[config.mk]
export PLATFORM = sky130hd
export DESIGN_NAME = ex_stage
export DESIGN_NICKNAME = d
export VERILOG_FILES = /design/src/rtl/mips_pkg.sv /design/src/rtl/alu_core.sv /design/src/rtl/ex_stage.sv
export SDC_FILE = /design/constraint.sdc
export NUM_CORES = 1
export LEC_CHECK = 0
export ABC_CLOCK_PERIOD_IN_PS = 5800
export CORE_ASPECT_RATIO = 1.4
export CORE_MARGIN = 2
export CORE_UTILIZATION = 55
export DETAILED_ROUTE_END_ITERATION = 12
export PLACE_DENSITY = 0.86
export SYNTH_ARGS = -nofsm -noshare
export SYNTH_HDL_FRONTEND = slang
export SYNTH_SLANG_ARGS = --single-unit
[constraint.sdc]
create_clock -name clk -period 5.8 [get_ports clk]
set_input_delay 1.16 -clock clk [delete_from_list [all_inputs] [get_ports clk]]
set_output_delay 1.16 -clock clk [all_outputs]
set_load 0.05 [all_outputs]
[src/rtl/mips_pkg.sv]
// mips_pkg: shared ALU codes, datapath width default and EX/MEM control bundle
package mips_pkg;
  localparam int XLEN_DEF = 32;
  localparam logic [3:0] ALU_AND = 4'b0000;
  localparam logic [3:0] ALU_OR  = 4'b0001;
  localparam logic [3:0] ALU_ADD = 4'b0010;
  localparam logic [3:0] ALU_NE  = 4'b0011;
  localparam logic [3:0] ALU_SUB = 4'b0110;
  localparam logic [3:0] ALU_SLT = 4'b0111;
  localparam logic [3:0] ALU_NOR = 4'b1000;
  localparam logic [3:0] ALU_XOR = 4'b1001;
  localparam logic [3:0] ALU_SLL = 4'b1010;
  localparam logic [3:0] ALU_SRA = 4'b1011;
  localparam logic [3:0] ALU_SRL = 4'b1100;
  typedef struct packed {
    logic regwrite;
    logic memread;
    logic memwrite;
    logic memtoreg;
  } exmem_ctrl_t;
endpackage

[src/rtl/alu_core.sv]
// alu_core: combinational ALU/shifter with equality flag for branch resolution
module alu_core
  import mips_pkg::*;
#(
  parameter int XLEN = XLEN_DEF
) (
  input  logic [XLEN-1:0] i_a,
  input  logic [XLEN-1:0] i_b,
  input  logic [3:0]      i_ctrl,
  input  logic [4:0]      i_shamt,
  output logic [XLEN-1:0] o_result,
  output logic            o_eq
);
  logic w_lt;
  assign o_eq = i_a == i_b;
  assign w_lt = $signed(i_a) < $signed(i_b);
  always_comb begin
    o_result = '0;
    case (i_ctrl)
      ALU_AND: o_result = i_a & i_b;
      ALU_OR:  o_result = i_a | i_b;
      ALU_ADD: o_result = i_a + i_b;
      ALU_SUB: o_result = i_a - i_b;
      ALU_NOR: o_result = ~(i_a | i_b);
      ALU_XOR: o_result = i_a ^ i_b;
      ALU_NE:  o_result = {{(XLEN-1){1'b0}}, ~o_eq};
      ALU_SLT: o_result = {{(XLEN-1){1'b0}}, w_lt};
      ALU_SLL: o_result = i_b << i_shamt;
      ALU_SRL: o_result = i_b >> i_shamt;
      ALU_SRA: o_result = $signed(i_b) >>> i_shamt;
      default: o_result = '0;
    endcase
  end
endmodule

[src/rtl/ex_stage.sv]
// ex_stage: MIPS execute stage with jr/jalr redirect, branch resolution and EX/MEM register
module ex_stage
  import mips_pkg::*;
#(
  parameter int XLEN = XLEN_DEF
) (
  input  logic            clk,
  input  logic            rst,
  input  logic            in_valid,
  input  logic [3:0]      ALUCtrl,
  input  logic            Shift,
  input  logic            JumpReg,
  input  logic            Jalr,
  input  logic            ALUSrc,
  input  logic [XLEN-1:0] rs_data,
  input  logic [XLEN-1:0] rt_data,
  input  logic [XLEN-1:0] imm_ext,
  input  logic [XLEN-1:0] pc_plus4,
  input  logic [4:0]      shamt,
  input  logic [4:0]      rd_addr,
  input  logic            RegWrite,
  input  logic            MemRead,
  input  logic            MemWrite,
  input  logic            MemToReg,
  input  logic            is_branch,
  input  logic            pred_taken,
  input  logic            stall,
  input  logic            flush,
  output logic            redirect_valid,
  output logic [XLEN-1:0] redirect_target,
  output logic            mispredict,
  output logic            ex_mem_valid,
  output logic [XLEN-1:0] ex_mem_result,
  output logic [XLEN-1:0] ex_mem_wdata,
  output logic [4:0]      ex_mem_rd,
  output logic            ex_mem_regwrite,
  output logic            ex_mem_memread,
  output logic            ex_mem_memwrite,
  output logic            ex_mem_memtoreg,
  output logic            bp_upd_valid,
  output logic            bp_upd_taken
);
  logic [XLEN-1:0] w_b, w_alu, w_result;
  logic            w_eq, w_live, w_actual, w_br;
  exmem_ctrl_t     w_ctrl, r_ctrl;
  // shifts always take rt as the shifted operand
  assign w_b = (ALUSrc & ~Shift) ? imm_ext : rt_data;
  alu_core #(.XLEN(XLEN)) u_alu (
    .i_a(rs_data), .i_b(w_b), .i_ctrl(ALUCtrl), .i_shamt(shamt),
    .o_result(w_alu), .o_eq(w_eq)
  );
  assign w_result = Jalr ? pc_plus4 : w_alu;
  assign w_live = in_valid & ~stall & ~flush;
  assign w_actual = (ALUCtrl == ALU_SUB) ? w_eq : (ALUCtrl == ALU_NE) ? ~w_eq : 1'b0;
  assign w_br = w_live & is_branch;
  assign redirect_valid = w_live & JumpReg;
  assign redirect_target = in_valid ? rs_data : '0;
  assign mispredict = w_br & (w_actual != pred_taken);
  // plain jr has no link, so its write-back is suppressed
  assign w_ctrl = {RegWrite & (Jalr | ~JumpReg), MemRead, MemWrite, MemToReg} & {4{in_valid}};
  always_ff @(posedge clk or posedge rst) begin
    if (rst) begin
      ex_mem_valid  <= 1'b0;
      ex_mem_result <= '0;
      ex_mem_wdata  <= '0;
      ex_mem_rd     <= '0;
      r_ctrl        <= '0;
      bp_upd_valid  <= 1'b0;
      bp_upd_taken  <= 1'b0;
    end else begin
      bp_upd_valid <= w_br;
      bp_upd_taken <= w_br & w_actual;
      if (flush) begin
        ex_mem_valid  <= 1'b0;
        ex_mem_result <= '0;
        ex_mem_wdata  <= '0;
        ex_mem_rd     <= '0;
        r_ctrl        <= '0;
      end else if (!stall) begin
        ex_mem_valid  <= in_valid;
        ex_mem_result <= w_result;
        ex_mem_wdata  <= rt_data;
        ex_mem_rd     <= rd_addr;
        r_ctrl        <= w_ctrl;
      end
    end
  end
  assign ex_mem_regwrite = r_ctrl.regwrite;
  assign ex_mem_memread  = r_ctrl.memread;
  assign ex_mem_memwrite = r_ctrl.memwrite;
  assign ex_mem_memtoreg = r_ctrl.memtoreg;
endmodule

==> results.json <==
{
  "outcome": "finished, final reports clean",
  "area_growth_pct": 26.5,
  "final_layout_size_suffix_gt1_frac": 0.127,
  "synth_cells": 1748,
  "grt_pass1_vias": 16000,
  "path_class": "primary input to output port",
  "regArea_mm2": 0.00190,
  "peakVddDrop_mv": 0.163,
  "clock.fmax_mhz": 177,
  "r2r_slack_ps": 3410,
  "coreArea_mm2": 0.0247,
  "maxCapViolations": 0,
  "cts_buffer_depth": 2,
  "finalSetupViolCount": 0,
  "hp-class": "flop to flop",
  "required_ps": 4640,
  "grt_start_max_net_pins": 50,
  "skew_ps": 0,
  "port_buffers": 266,
  "whs_endpoint": "ex_mem_valid",
  "viasPerCell": 7.30,
  "place_congestion": 1.19,
  "yosys-top-cells-area": "dfrtp_1 (14%), mux2i_1 (11%), ha_1 (11%)",
  "rows": 68,
  "hpwl_mm": 52.9,
  "clk_pin_slew_ps": 60,
  "min_path_cells": 1,
  "first_pass_iters": 8,
  "r2r-start": "ex_mem_result[21]",
  "initial_core_util": 0.562,
  "worst_pin_slew_ps": 1220,
  "wl_mm": 67.4,
  "r2r_end": "ex_mem_result[21]",
  "synthArstFlopShare": 1.00,
  "clock-sinks": 76,
  "post_cts_buffers": 0,
  "relSlewSlack": 0.187,
  "post-route-drc-count": 0,
  "synth_nets": 2025,
  "leakagePower_uw": 0.00757,
  "root_buffer": "clkbuf_16",
  "fin_crit_sh": 0.976,
  "synth_edf_count": 0,
  "power.density_mw_per_mm2": 175,
  "htreeDepth": 3,
  "avgSynthCellArea_um2": 7.93,
  "nFillCells": 2035,
  "clock_latency_ps": 370,
  "yosysTopAreaCellShare": 0.137,
  "overflow": 0,
  "diodes": 0,
  "ant_nets": 0,
  "nets": 2269,
  "cp_max_fo": 23,
  "crit_path_end_kind": "output port",
  "ys_seq_elements": 76,
  "cp.arrival_ps": 4500,
  "worstRegToRegCells": 6,
  "seq_area_frac_synth": 0.137,
  "post_synth_num_cell_types": 81,
  "grt_pass1_wl_mm": 99.1,
  "rsz0062_at_grt": "no",
  "cts_tree": "built",
  "num_vias": 16900,
  "antenna_found_initial": 4,
  "start_kind": "primary input",
  "yosysWarningCount": 0,
  "multi_input_area_mm2": 0.0109,
  "grt_usage": 0.494,
  "hold_path.startpoint": "ex_mem_valid",
  "synth.cell_area_mm2": 0.0139,
  "yosysTopAreaCell": "dfrtp_1",
  "min_period_ps": 5660,
  "slew_viol_final": 0,
  "tns_ps": 0,
  "drtIter0Drc": 3181,
  "die_area_mm2": 0.0265,
  "die_h_um": 192,
  "power.total_uw": 3060,
  "die_x_um": 138,
  "cts_buffers": 9,
  "hold_viol_final": 0,
  "num_io_pins": 267,
  "ys.flop_type": "dfrtp_1",
  "wl_per_cell_um": 29.2
}
==> cell type report <==
cell class	count	area share
clock buffer	10	0.0136
clock inverter	4	0.00428
sequential	76	0.108
inverter	112	0.0240
tap	315	0.0225
multi-input combinational	1405	0.622
timing repair buffer	388	0.205
==> kinds of logic (layout without fill, tap and decap cells) <==
logic type               Yosys count  in the layout  share of synthesized area
AND/OR/NAND/NOR                  478            478                      0.161
AO/OA/AOI/OAI                    540            540                      0.265
multiplexers                     233            233                      0.228
flip-flops                        76             76                      0.137
buffers and inverters            267            514                     0.0785
adder cells (fa/ha/maj)          120            120                      0.109
XOR/XNOR                          34             34                     0.0215
==> sequential cells by signal, indices dropped and copies added (netlist names) <==
name             cells
bp_upd_valid         1
ex_mem_result       32
ex_mem_regwrite      1
bp_upd_taken         1
ex_mem_memtoreg      1
ex_mem_rd            5
ex_mem_memwrite      1
ex_mem_valid         1
ex_mem_wdata        32
ex_mem_memread       1
==> metrics by stage <==
stage / utilization / cells / area (um^2) / hold WS [ps] / worst slack (ps)
global placement: 0.697 / 2296 / 17200 / 459 / 281
global route: 0.711 / 2310 / 17500 / 516 / 18.4
floorplan: - / 1748 / 13900 / 760 / 66.5
CTS: 0.710 / 2310 / 17500 / 493 / 162
finish: 0.711 / 2310 / 17500 / 488 / 138
detailed placement: 0.697 / 2296 / 17200 / 479 / 198
==> routing by layer <==
metal | vias to the layer above | global-route usage | part of all wire
li1 | 6990 | - | -
met1 | 7772 | 0.599 | 0.34
met2 | 1659 | 0.754 | 0.42
met3 | 428 | 0.166 | 0.15
met4 | 6 | 0.315 | 0.084
met5 | - | 0 | 0.00053
==> cells in the mapped netlist (12+ instances only) <==
library cell  number
a22oi_1           22
mux2i_2           14
a211oi_1          25
ha_1             118
a222oi_1          16
o21ai_0           70
inv_1            107
nand3_1           24
xnor2_1           28
a31oi_1           24
dfrtp_1           76
a21oi_1          165
mux2i_1          152
o31ai_1           17
nand4_1           13
o21a_1            17
buf_1             18
nor2_1           167
clkbuf_1         108
o211ai_1          22
a21o_1            12
o2111ai_1         14
nand2_1          116
nor3_1            45
mux4_2            52
buf_2             24
a221oi_1          20
a221o_1           18
and2_1            45
==> critical path: stages <==
cell and delay (ps):
clkdlybuf4s50_1 470, nor2b_4 210, buf_12 230, buf_4 200, mux2i_1 270, inv_1 70, ha_1 300, nor4_1 270
buf_4 200, nand4_1 170, and3_1 230, o21bai_1 150, buf_4 150, xor2_1 60, nor2_1 170, buf_12 160
==> worst max path at each step <==
stage,depth (start not counted),start,endpoint,slack [ps]
6_report,16,ALUSrc,mispredict,140
5_1_grt,16,ALUSrc,mispredict,20
4_1_cts,16,ALUSrc,mispredict,160
3_5_place_dp,16,ALUSrc,mispredict,200
3_3_place_gp,16,ALUSrc,mispredict,280
2_1_floorplan,14,ALUSrc,mispredict,70
==> cell usage in the layout, fill, tap and decap left out, types with 9 or more instances in the layout <==
cell type,synthesis,layout
a2111oi_0,10,10
a211oi_1,25,25
a21o_1,12,12
a21oi_1,165,165
a221o_1,18,18
a221oi_1,20,20
a222oi_1,16,16
a22oi_1,22,22
a31oi_1,24,24
and2_1,45,45
and3_1,11,11
buf_4,0,120
clkbuf_16,0,9
clkdlybuf4s50_1,0,259
dfrtp_1,76,76
ha_1,118,118
inv_1,107,105
mux2i_1,152,150
mux2i_2,14,16
mux4_2,52,52
nand2_1,116,116
nand2b_1,10,10
nand3_1,24,24
nand4_1,13,13
nor2_1,167,167
nor2b_1,11,10
nor3_1,45,41
o2111ai_1,14,14
o211ai_1,22,22
o21a_1,17,17
o21ai_0,70,70
o22ai_1,11,11
o31ai_1,17,17
or2_2,10,10
xnor2_1,28,28
==> where the power goes <==
group          switching (uW)  total, uW  internal, uW
clock network             265        649           384
registers                18.8        578           559
logic                    1140       1840           701
==> timing repair <==
action,CTS,global route
setup endpoints to repair,0,1
hold buffers,0,0
resized for setup,0,6
Note: power is estimated with default switching activity, not from simulation.
